## config.mk

```make
export PLATFORM = sky130hd
export DESIGN_NAME = adsr_envelope_flat
export DESIGN_NICKNAME = d
export VERILOG_FILES = /design/src/rtl/adsr_pkg.sv /design/src/rtl/adsr_envelope_if.sv /design/src/rtl/adsr_tick_gen.sv /design/src/rtl/adsr_envelope.sv /design/src/flat_wrapper.sv
export SDC_FILE = /design/constraint.sdc
export NUM_CORES = 1
export LEC_CHECK = 0
export CAP_MARGIN = 20
export CORE_ASPECT_RATIO = 1.75
export CORE_UTILIZATION = 37
export CTS_CLUSTER_SIZE = 8
export DETAILED_ROUTE_END_ITERATION = 10
export PLACE_DENSITY = 0.64
export SYNTH_ARGS = -nofsm -noshare
export SYNTH_HDL_FRONTEND = slang
export SYNTH_HIERARCHICAL = 1
export SYNTH_SLANG_ARGS = --single-unit
```

## constraint.sdc

```tcl
create_clock -name clk -period 12.2 [get_ports clk]
set_input_delay 1.83 -clock clk [delete_from_list [all_inputs] [get_ports clk]]
set_output_delay 1.83 -clock clk [all_outputs]
set_load 0.03 [all_outputs]
```

## src/rtl/adsr_pkg.sv

```systemverilog
// Shared state encoding and accumulator constants for the ADSR envelope slice.
package adsr_pkg;

    localparam int unsigned ST_W          = 3;
    localparam int unsigned ACC_W_DEFAULT = 16;
    localparam logic [ACC_W_DEFAULT-1:0] ACC_MAX = '1;

    typedef enum logic [ST_W-1:0] {
        ST_IDLE    = 3'd0,
        ST_ATTACK  = 3'd1,
        ST_DECAY   = 3'd2,
        ST_SUSTAIN = 3'd3,
        ST_RELEASE = 3'd4
    } adsr_state_t;

endpackage

```

## src/rtl/adsr_envelope_if.sv

```systemverilog
// Control/shape inputs and envelope outputs of adsr_envelope, grouped as one bus.
interface adsr_envelope_if;
    import adsr_pkg::*;

    logic            enable;
    logic            gate;
    logic [7:0]      attack_rate;
    logic [7:0]      decay_rate;
    logic [7:0]      sustain_level;
    logic [7:0]      release_rate;
    logic [7:0]      env_out;
    logic [ST_W-1:0] env_state;
    logic            env_active;

    modport master (
        output enable, gate, attack_rate, decay_rate, sustain_level, release_rate,
        input  env_out, env_state, env_active
    );

    modport slave (
        input  enable, gate, attack_rate, decay_rate, sustain_level, release_rate,
        output env_out, env_state, env_active
    );

endinterface

```

## src/rtl/adsr_tick_gen.sv

```systemverilog
// Envelope tick prescaler: one-cycle tick every PRESCALE enabled clocks.
module adsr_tick_gen #(
    parameter int unsigned PRESCALE = 256
) (
    input  logic clk,
    input  logic rst_n,
    input  logic enable,
    output logic tick
);

    localparam int unsigned CNT_W = (PRESCALE > 1) ? $clog2(PRESCALE) : 1;
    localparam logic [CNT_W-1:0] LAST = CNT_W'(PRESCALE - 1);

    logic [CNT_W-1:0] cnt;

    always_comb tick = enable && (cnt == LAST);

    always_ff @(posedge clk) begin
        if (!rst_n) begin
            cnt <= '0;
        end else if (enable) begin
            cnt <= (cnt == LAST) ? '0 : cnt + 1'b1;
        end
    end

endmodule

```

## src/rtl/adsr_envelope.sv

```systemverilog
// ADSR envelope generator: gate-driven FSM stepping a saturating accumulator on prescaled ticks.
// Build option: define ADSR_EXP_RELEASE_EN for an exponential release tail.
module adsr_envelope
    import adsr_pkg::*;
#(
    parameter int unsigned PRESCALE = 256,
    parameter int unsigned ACC_W    = ACC_W_DEFAULT
) (
    input  logic            clk,
    input  logic            rst_n,
    adsr_envelope_if.slave  bus
);

    localparam logic [ACC_W-1:0] ACC_TOP   = '1;
    localparam logic [ACC_W:0]   ACC_LIMIT = {1'b0, ACC_TOP};
    localparam logic [ACC_W:0]   ONE       = (ACC_W+1)'(1);

    adsr_state_t      state, state_nxt;
    logic [ACC_W-1:0] acc, acc_nxt, target;
    logic [ACC_W:0]   sum, diff_dec, diff_rel, rel_step;
    logic             gate_d, rise, tick;
    logic [7:0]       env_out_nxt;
    logic [ST_W-1:0]  env_state_nxt;
    logic             env_active_nxt;

    adsr_tick_gen #(.PRESCALE(PRESCALE)) u_tick (
        .clk    (clk),
        .rst_n  (rst_n),
        .enable (bus.enable),
        .tick   (tick)
    );

    always_ff @(posedge clk) begin
        if (!rst_n) begin
            state          <= ST_IDLE;
            acc            <= '0;
            gate_d         <= 1'b0;
            bus.env_out    <= '0;
            bus.env_state  <= '0;
            bus.env_active <= 1'b0;
        end else begin
            state          <= state_nxt;
            acc            <= acc_nxt;
            if (bus.enable) gate_d <= bus.gate;
            bus.env_out    <= env_out_nxt;
            bus.env_state  <= env_state_nxt;
            bus.env_active <= env_active_nxt;
        end
    end

    always_comb begin
        rise     = bus.gate & ~gate_d;
        target   = {bus.sustain_level, {(ACC_W-8){1'b0}}};
        sum      = {1'b0, acc} + {{(ACC_W-7){1'b0}}, bus.attack_rate} + ONE;
        diff_dec = {1'b0, acc} - {{(ACC_W-7){1'b0}}, bus.decay_rate} - ONE;
`ifdef ADSR_EXP_RELEASE_EN
        rel_step = ({1'b0, acc} >> (4'd3 + {1'b0, ~bus.release_rate[7:5]})) + ONE;
`else
        rel_step = {{(ACC_W-7){1'b0}}, bus.release_rate} + ONE;
`endif
        diff_rel  = {1'b0, acc} - rel_step;
        state_nxt = state;
        acc_nxt   = acc;
        // Gate events take the cycle outright: a coinciding tick is consumed without a step.
        if (bus.enable) begin
            if (rise) begin
                state_nxt = ST_ATTACK;
            end else if (!bus.gate && (state == ST_ATTACK || state == ST_DECAY ||
                                       state == ST_SUSTAIN)) begin
                state_nxt = ST_RELEASE;
            end else if (tick) begin
                case (state)
                    ST_ATTACK: begin
                        if (sum >= ACC_LIMIT) begin
                            acc_nxt   = ACC_TOP;
                            state_nxt = ST_DECAY;
                        end else begin
                            acc_nxt = sum[ACC_W-1:0];
                        end
                    end
                    ST_DECAY: begin
                        if (diff_dec[ACC_W] || diff_dec[ACC_W-1:0] <= target) begin
                            acc_nxt   = target;
                            state_nxt = ST_SUSTAIN;
                        end else begin
                            acc_nxt = diff_dec[ACC_W-1:0];
                        end
                    end
                    ST_SUSTAIN: acc_nxt = target;
                    ST_RELEASE: begin
                        if (diff_rel[ACC_W] || diff_rel[ACC_W-1:0] == '0) begin
                            acc_nxt   = '0;
                            state_nxt = ST_IDLE;
                        end else begin
                            acc_nxt = diff_rel[ACC_W-1:0];
                        end
                    end
                    default: begin
                        acc_nxt   = '0;
                        state_nxt = ST_IDLE;
                    end
                endcase
            end
        end
    end

    always_comb begin
        env_out_nxt    = acc[ACC_W-1 -: 8];
        env_state_nxt  = state;
        env_active_nxt = (state != ST_IDLE);
    end

endmodule

```

## src/flat_wrapper.sv

```systemverilog
// flat-port wrapper written by rule: the top's interface ports become plain ports
module adsr_envelope_flat import adsr_pkg::*;
#(
    parameter int unsigned PRESCALE = 256,
    parameter int unsigned ACC_W    = ACC_W_DEFAULT
)
  (clk, rst_n, bus_enable, bus_gate, bus_attack_rate, bus_decay_rate, bus_sustain_level, bus_release_rate, bus_env_out, bus_env_state, bus_env_active);
  adsr_envelope_if bus_i ();
  input  logic clk;
  input  logic rst_n;
  input wire logic [$bits(bus_i.enable)-1:0] bus_enable;
  input wire logic [$bits(bus_i.gate)-1:0] bus_gate;
  input wire logic [$bits(bus_i.attack_rate)-1:0] bus_attack_rate;
  input wire logic [$bits(bus_i.decay_rate)-1:0] bus_decay_rate;
  input wire logic [$bits(bus_i.sustain_level)-1:0] bus_sustain_level;
  input wire logic [$bits(bus_i.release_rate)-1:0] bus_release_rate;
  output wire logic [$bits(bus_i.env_out)-1:0] bus_env_out;
  output wire logic [$bits(bus_i.env_state)-1:0] bus_env_state;
  output wire logic [$bits(bus_i.env_active)-1:0] bus_env_active;
  assign bus_i.enable = bus_enable;
  assign bus_i.gate = bus_gate;
  assign bus_i.attack_rate = bus_attack_rate;
  assign bus_i.decay_rate = bus_decay_rate;
  assign bus_i.sustain_level = bus_sustain_level;
  assign bus_i.release_rate = bus_release_rate;
  assign bus_env_out = bus_i.env_out;
  assign bus_env_state = bus_i.env_state;
  assign bus_env_active = bus_i.env_active;
  adsr_envelope #(.PRESCALE(PRESCALE), .ACC_W(ACC_W)) u_core (.clk(clk), .rst_n(rst_n), .bus(bus_i));
endmodule
```

---- After elaboration in Yosys (flattened, before gate mapping) ----
Index checks and enable logic that the tools add are counted.
word-level totals
  register bits after elaboration ......... 40
  bits of input ports ..................... 36
  output and inout bits ................... 12
  word-level logic and storage cells ...... 53
operators by class
  $add $sub $neg .......................... 7
  magnitude comparators ................... 2
  eq/ne operators ......................... 9
  mux-type cells .......................... 12
  bitwise logic cells ..................... 4
  reduce and logical (&&, ||, !) cells .... 12
operators with widths
  cell                     count
  $pmux W16 S4             1
  $mux W16                 3
  $mux W3                  6
  $add A16 B8 Y17          1
  $add A17 B1 Y17 const B  1
  $ge A17 B16 Y1 const B   1
  $sub A16 B17 Y17         1
  $sub A16 B8 Y17          1
  $sub A17 B1 Y17 const B  1
  $le A16 B16 Y1           1
  $logic_not A16 Y1        1
  $pmux W3 S4              1
  $add A8 B1 Y9 const B    1
  $add A8 B1 Y8 const B    1
  $eq A8 B8 Y1 const B     1
  $mux W8                  1
  $ne A4 B3 Y1 const B     2
  $eq A3 B2 Y1 const B     2
  $reduce_and A6 Y1        1
  $reduce_bool A3 Y1       2
  $logic_or A1 B1 Y1       4
  $ne A4 B1 Y1 const B     1
  $reduce_and A4 Y1        1
  $eq A3 B1 Y1 const B     1
  6 further kinds          9

---- Depth between registers and ports, before layout ----
Gate-level depths: netlist of run 1.
  depth after elaboration ................. 9
  depth in mapped cells ................... 20
  mapped depth without buffers ............ 19

---- Modules after synthesis ----
The synthesis of run 1 kept the hierarchy.
by module, submodules not included
  module         times used  cells an instance  area each (sq um)  sequential area each (sq um)
  adsr_envelope  1           467                3631.0             640.6
  adsr_tick_gen  1           41                 394.1              160.2

---- Worst setup path after synthesis of run 1 ----
No wires, ideal clock.
  path type ............................... input port to flip-flop
  from .................................... in bus_decay_rate[1]
  to ...................................... reg u_core.state[0] (netlist: u_core/env_state_nxt[0])
  setup time .............................. 121 ps
  arrival ................................. 5651 ps
  required time ........................... 12079 ps
  path slack .............................. 6428 ps
  cell stages on the path ................. 19
  path buffers ............................ 1
  cells stage by stage .................... inv_1 -> ha_1 -> a211o_1 -> a211o_1 -> a21o_1 -> o41a_1 -> nor2_1 -> xor2_1 -> ha_1 -> nand4_1 -> nor4_1 -> o211ai_1 -> a2111oi_0 -> or2_1 -> buf_6 -> nor2_2 -> nor4_4 -> a21oi_2 -> mux2_4
on the way
  cells in the longest elaborated chain, start to end .. 6
RTL lines
  element                          RTL line             text
  start: declaration               flat_wrapper.sv:14   input wire logic [$bits(bus_i.decay_rate)-1:0] bus_decay_rate;
  $sub A16 B8 Y17 (*)              adsr_envelope.sv:55  diff_dec = {1'b0, acc} - {{(ACC_W-7){1'b0}}, bus.decay_rate} - ONE;
  $sub A17 B1 Y17 (*)              adsr_envelope.sv:55
  $le A16 B16 Y1                   adsr_envelope.sv:82  if (diff_dec[ACC_W] || diff_dec[ACC_W-1:0] <= target) begin
  $logic_or A1 B1 Y1 (*)           adsr_envelope.sv:82
  $ne A4 B3 Y1 (no line) (*)       n/a
  $reduce_and A6 Y1 (no line) (*)  n/a
  end signal: assignment           adsr_envelope.sv:42  state <= state_nxt;
  end: declaration                 adsr_envelope.sv:18  adsr_state_t state, state_nxt;
Mark *: on every way between the ends. The rest lies on a longest branch, timed or not.
A chain may end at the register's enable or synchronous reset.

---- Worst setup path after layout of run 1 ----
Ends and elaborated chain as after synthesis.

==> results_dict.tcl, run 1 <==
set metrics [dict create \
    drtIter0Drc 244 \
    yosysTopAreaCell "dfxtp_1" \
    arrival_ns 6.81 \
    status "completed" \
    numClockSinks 40 \
    power_switching_uw 81.30 \
    rsz0062_at_grt "no" \
    holdBufCountCts 0 \
    ant_nets 0 \
    grt_pass1_wl_um 19830 \
    grt_use_total_pct 22.97 \
    portBuffers 47 \
    combPwrFrac_pct 16.1 \
    crit_type "in2reg" \
    cts_root_buffer "clkbuf_16" \
    start_util_pct 37.85 \
    antenna_cells 0 \
    internal_power_uw 238.0 \
    final_cell_mix "clkdlybuf4s50_1 (47), dfxtp_1 (40), inv_1 (38), nor2_1 (38), ha_1 (33)" \
    drc 0 \
    final-hold-violation-count 0 \
    period_needed_ns 6.636 \
    cp_top_family "compound AO/OA/AOI/OAI gates" \
    antenna_found_initial 0 \
    tritoncts "done" \
    core-area_um2 10640 \
    place.gp.congestion 0.8987 \
    ff_latch_area_um2 800.8 \
    drv_slew 0 \
    layout-drive-gt1-share_pct 6.446 \
    r2r_cells 17 \
    wirelength_um 12640 \
    grt_max_degree 25 \
    cp_num_buf_inv 2 \
    min_path_type "reg2reg" \
    num_vias 4062 \
    p_leak_nw 1.874 \
    synth_nets 580 \
    post_synth_main_area_contributors "dfxtp_1 (20%), ha_1 (10%), xnor2_1 (4.4%)" \
    holdCritStartpoint "u_core/u_tick/cnt[7]" \
    die_x_um 80.85 \
    ys_seq_area_share_pct 19.89 \
    holdPathStages 2 \
    numCtsBuffers 5 \
    swShare_pct 25.46 \
    clockPowerShare_pct 42.1 \
    yosysTopAreaCellShare_pct 19.89 \
    dieArea_um2 11320 \
    worstSetupStartpoint "bus_decay_rate[1]" \
    vias_per_cell 6.036 \
    grt_pass1_vias 4010 \
    path_max_fanout 10 \
    max_slew_margin_pct 40.89 \
    ctsHtreeMaxLevel 2 \
    place_area_um2 4564 \
    r2r-start "u_core/acc[1]" \
    clock_skew_ns 0.007069 \
    cts_resized 0 \
    yosys_most_used_dff "dfxtp_1" \
    syn_to_final_growth_pct 17.22 \
    cts_buffer_depth 2 \
    path_clk_slew_ns 0.06 \
    synth_edf_count 0 \
    syn_avg_cell_area_um2 7.923 \
    endpoint_kind "register" \
    worstMarginPinSlew_ns 0.8799 \
    firstDrtPassIters 5 \
    hold_end "u_core/u_tick/cnt[7]" \
    nets 614 \
    required_ns 12.38 \
    dp_hpwl_um 10080 \
    gr-total-overflow 0 \
    critPathLaunchType "input port" \
    die_height_um 140.0 \
    cp_slowest_cell "clkdlybuf4s50_1" \
    setup_viol 0 \
    io_pins 48 \
    crit_chain "clkdlybuf4s50_1, inv_1, ha_1, a211o_1, a211o_1, a21o_1, o41a_1, nor2_1, xor2_1, ha_1, nand4_1, nor4_1, o211ai_1, a2111oi_0, or2_1, nor2_2, nor4_4, a21oi_2, mux2_4" \
    rows 50 \
    avgRoutedWirePerCell_um 18.78 \
    mostFrequentLayoutCell "clkdlybuf4s50_1" \
    synth_area_um2 4025 \
    clock_latency_ns 0.29 \
    reg2reg_slack_ns 7.20 \
    cpPeakStageDelay_ns 0.51 \
    async_flop_share_pct 0 \
    synth_cell_types 84 \
    post_cts_buffers 0 \
    ir_drop_mv 0.06461 \
    synthCells 508 \
    ys_ff_latch 40 \
    sequentialPowerShare_pct 41.8 \
    postLayoutCellArea_um2 4718 \
    tns_ns 0 \
    nFillCells 1126 \
    finalCritPeriodShare_pct 54.39 \
    r2r_end "u_core/env_state_nxt[0]" \
    fmax_mhz 150.7 \
    powerDensity_nw_per_um2 67.68 \
    cap_violations 0 \
    multi_input_area_um2 2988 \
    ys_warn_count 6 \
]
[worst max path at each step]
stage / endpoint / depth (start not counted) / slack (ns)
final: u_core/env_state_nxt[0] / 19 / 5.56
after global routing: u_core/env_state_nxt[0] / 19 / 5.20
after CTS: u_core/env_state_nxt[0] / 19 / 5.56
after detailed placement: u_core/env_state_nxt[0] / 19 / 5.29
after global placement: u_core/env_state_nxt[0] / 19 / 5.45
after floorplan: u_core/env_state_nxt[0] / 19 / 6.43
[worst register-to-register path, stage by stage (launching register included)]
cell	delay, ns
dfxtp_1	0.48
ha_1	0.30
a211o_1	0.32
a211o_1	0.29
a21o_1	0.20
o41a_1	0.37
nor2_1	0.16
xor2_1	0.10
ha_1	0.33
nand4_1	0.15
nor4_1	0.32
o211ai_1	0.13
a2111oi_0	0.44
or2_1	0.35
nor2_2	0.19
nor4_4	0.34
a21oi_2	0.12
mux2_4	0.30
[synthesized netlist by cell type, types with 7 or more instances]
master / instances
a21o_1: 7
a21oi_1: 24
and2_1: 14
clkbuf_1: 13
dfxtp_1: 40
ha_1: 33
inv_1: 38
nand2_1: 31
nand3_1: 12
nor2_1: 38
nor2b_1: 10
nor3_1: 15
o211ai_1: 7
o21a_1: 9
o21ai_0: 25
xnor2_1: 20
xor2_1: 17
[metrics by stage]
step           power, mW  utilization [%]  std cells  worst slack [ns]  hold slack (ns)
3_3_place_gp      0.1867            42.92        665             5.452           0.4792
6_report          0.3193            44.36        673             5.564           0.5002
3_5_place_dp      0.1872            42.92        665             5.288           0.4995
2_1_floorplan     0.1649                -        508             6.428           0.4612
5_1_grt           0.3326            44.36        673             5.197           0.5356
4_1_cts           0.3222            44.36        673             5.555           0.5078
[metal layers]
layer  wire (um)  track usage [%]  vias up
li1            -                -     1942
met1        4526            23.04     1895
met2        6727            42.19      168
met3         514            2.671       57
met4         869            15.79        0
met5           0                0        -
[power groups by stage]
stage               Clock (mW)  Combinational (mW)  Sequential, mW
finish                   0.134              0.0513           0.134
global route             0.143              0.0563           0.134
CTS                      0.138              0.0512           0.133
detailed placement           0              0.0509           0.136
global placement             0              0.0503           0.136
floorplan                    0              0.0287           0.136
[cell type report]
type / instances / share of cell area, %
Timing Repair Buffer: 47 / 9.971
Sequential cell: 40 / 16.97
Multi-Input combinational cell: 410 / 63.33
Tap cell: 130 / 3.447
Clock buffer: 6 / 2.944
Inverter: 38 / 3.023
Clock inverter: 2 / 0.3182
[flip-flops by register name (all words and copies together), names as in the netlist]
name,flops
u_core/env_state_nxt,3
u_core/gate_d,1
u_core/bus.env_state,3
u_core/bus.env_active,1
u_core/u_tick/cnt,8
u_core/acc,16
u_core/bus.env_out,8
[kinds of logic (layout without fill, tap and decap cells)]
| logic type | count (synthesis) | count (layout) | share of synthesized area [%] |
|---|---|---|---|
| adder cells (fa/ha/maj) | 36 | 36 | 11.75 |
| multiplexers | 5 | 5 | 1.368 |
| AO/OA/AOI/OAI | 152 | 152 | 27.70 |
| AND/OR/NAND/NOR | 180 | 180 | 25.37 |
| flip-flops | 40 | 40 | 19.89 |
| XOR/XNOR | 37 | 37 | 8.051 |
| buffers and inverters | 58 | 93 | 5.875 |
(Power assumes the default switching activity.)
==> run 2: changes to the inputs <==
--- a/config.mk
+++ b/config.mk
@@ -10,7 +10,7 @@
 export CORE_UTILIZATION = 37
 export CTS_CLUSTER_SIZE = 8
 export DETAILED_ROUTE_END_ITERATION = 10
-export PLACE_DENSITY = 0.64
+export PLACE_DENSITY = 0.66
 export SYNTH_ARGS = -nofsm -noshare
 export SYNTH_HDL_FRONTEND = slang
 export SYNTH_HIERARCHICAL = 1
==> constraint.sdc (replaced) <==
create_clock -name clk -period 5.6 [get_ports clk]
set_input_delay 0.84 -clock clk [delete_from_list [all_inputs] [get_ports clk]]
set_output_delay 0.84 -clock clk [all_outputs]
set_load 0.03 [all_outputs]
==> run 2 against run 1 <==
  * Global-route usage shrank 0.34 points
  * Register-to-register slack worse by 6.2 ns
  * Total power grew 140%
  * First-iteration DRC count down 3.7%
  * Critical path depth is the same
  * Clock power rose to 2.6 times the previous value
  * Highest routed layer unchanged
==> results_dict.tcl, run 2 (synthesized netlist as in run 1, its figures left out) <==
set metrics [dict create \
    crit_type "in2reg" \
    period_needed_ns 5.191 \
    gr-total-overflow 0 \
    p_leak_nw 1.937 \
    firstDrtPassIters 5 \
    arrival_ns 5.37 \
    clock_skew_ns 0.005047 \
    dieArea_um2 11320 \
    cts_resized 0 \
    swShare_pct 23.49 \
    worstMarginPinSlew_ns 0.9525 \
    mostFrequentLayoutCell "clkdlybuf4s50_1" \
    whs_ns 0.5116 \
    r2r_end "u_core/env_state_nxt[0]" \
    powerDensity_nw_per_um2 156.2 \
    tns_ns 0 \
    antenna_cells 0 \
    instances_no_fill 681 \
    setup_viol 0 \
    fmax_mhz 192.6 \
    path_clk_slew_ns 0.06 \
    syn_to_final_growth_pct 19.89 \
    io_pins 48 \
    endpoint_kind "register" \
    grt_max_degree 25 \
    layout-drive-gt1-share_pct 7.985 \
    grt_pass1_wl_um 19400 \
    combPwrFrac_pct 14.9 \
    vias_per_cell 5.885 \
    reg2reg_slack_ns 0.99 \
    internal_power_uw 576.7 \
    cp_num_cells 19 \
    max_flop_register "u_core/acc" \
    cts_root_buffer "clkbuf_16" \
    grt_use_total_pct 22.63 \
    place_area_um2 4624 \
    ant_nets 0 \
    wirelength_um 12360 \
    cp-endpoint "u_core/env_state_nxt[0]" \
    drc 0 \
    post_cts_buffers 0 \
    numClockSinks 40 \
    power_switching_uw 177.1 \
    clock_latency_ns 0.28 \
    path_max_fanout 3 \
    critPathLaunchType "input port" \
    die_height_um 140.0 \
    min_path_type "reg2reg" \
    worstSetupStartpoint "bus_decay_rate[1]" \
    cap_violations 0 \
    num_vias 4008 \
    portBuffers 47 \
    ctsHtreeMaxLevel 2 \
    grt_pass1_vias 3979 \
    finalPower_uw 753.8 \
    crit_chain "clkdlybuf4s50_1, inv_1, ha_1, a211o_1, a211o_1, a21o_1, o41a_1, nor2_1, xor2_1, ha_1, nand4_1, nor4_1, o211ai_1, a2111oi_4, or2_1, nor2_2, nor4_4, a21oi_2, mux2_4" \
    rsz0062_at_grt "no" \
    sequentialPowerShare_pct 38.6 \
    holdBufCountCts 0 \
    ir_drop_mv 0.1209 \
    r2r-start "u_core/acc[1]" \
    largest_register_ffs 16 \
    tritoncts "done" \
    place.gp.congestion 0.8830 \
    top_regs "u_core/acc (16), u_core/bus.env_out (8), u_core/u_tick/cnt (8)" \
    cts_buffer_depth 2 \
    dp_hpwl_um 10070 \
    nets 622 \
    numCtsBuffers 5 \
    required_ns 5.78 \
    placed_cells 673 \
    postLayoutCellArea_um2 4826 \
    clockPowerShare_pct 46.5 \
    r2r_cells 17 \
    die_x_um 80.85 \
    cp_slowest_cell "clkdlybuf4s50_1" \
    start_util_pct 37.85 \
    final-hold-violation-count 0 \
    finalCritPeriodShare_pct 92.69 \
    drtIter0Drc 235 \
    avgRoutedWirePerCell_um 18.15 \
    core-area_um2 10640 \
    drv_slew 0 \
    cp_top_family "compound AO/OA/AOI/OAI gates" \
    final_cell_mix "clkdlybuf4s50_1 (47), dfxtp_1 (40), inv_1 (38), nor2_1 (38), ha_1 (33)" \
    rows 50 \
    antenna_found_initial 0 \
    status "completed" \
    cpPeakStageDelay_ns 0.48 \
    max_slew_margin_pct 36.01 \
    cp_num_buf_inv 2 \
]
run 2: cell types whose count changed in the layout (fill, tap and decap cells not counted), sizes merged:
cell and delta:
clkinvlp -2, buf +8, bufinv +1, clkbuf +1
run 2: power groups by stage:
stage,registers [mW],logic [mW],clock network (mW)
final,0.291,0.112,0.350
after global routing,0.291,0.123,0.370
after CTS,0.291,0.112,0.356
after detailed placement,0.297,0.111,0
after global placement,0.297,0.110,0
after floorplan,0.297,0.0625,0
run 2: layer usage:
metal | track usage, % | vias up | wire [um]
met5 | 0 | - | 0
met4 | 19.36 | 0 | 1112
met3 | 2.801 | 58 | 514
met2 | 39.98 | 141 | 6430
met1 | 22.41 | 1851 | 4304
li1 | - | 1958 | -
run 2: worst min path at each step:
stage                                  from                       to  slack, ns  cells past startpoint
global placement       u_core/u_tick/cnt[7]     u_core/u_tick/cnt[7]       0.48                      2
detailed placement     u_core/u_tick/cnt[7]     u_core/u_tick/cnt[7]       0.50                      2
floorplan           u_core/env_state_nxt[1]  u_core/bus.env_state[1]       0.46                      2
global route           u_core/u_tick/cnt[7]     u_core/u_tick/cnt[7]       0.53                      2
CTS                    u_core/u_tick/cnt[7]     u_core/u_tick/cnt[7]       0.51                      2
finish                 u_core/u_tick/cnt[7]     u_core/u_tick/cnt[7]       0.51                      2
run 2: area by class of cell:
| class | instances | area [um2] |
|---|---|---|
| clock inverters | 1 | 30.03 |
| inverters | 38 | 142.6 |
| fillers | 1079 | 5809 |
| clock buffers | 7 | 152.6 |
| well taps | 130 | 162.7 |
| repair buffers | 55 | 530.5 |
| multi-input cells | 410 | 3007 |
| flip-flops and latches | 40 | 800.8 |
run 2: per-stage QoR:
stage	util, %	setup slack [ns]
after floorplan	-	0.8179
after global placement	43.48	0.07699
after detailed placement	43.48	-0.1525
after CTS	45.20	0.1168
after global routing	45.38	0.04567
final	45.38	0.4092
run 2: worst register-to-register path, stage by stage (launching register included):
cell       delay (ns)
dfxtp_1          0.48
ha_1             0.29
a211o_1          0.33
a211o_1          0.28
a21o_1           0.19
o41a_1           0.36
nor2_1           0.15
xor2_1           0.10
ha_1             0.34
nand4_1          0.13
nor4_1           0.31
o211ai_1         0.19
a2111oi_4        0.34
or2_1            0.19
nor2_2           0.06
nor4_4           0.32
a21oi_2          0.12
mux2_4           0.31
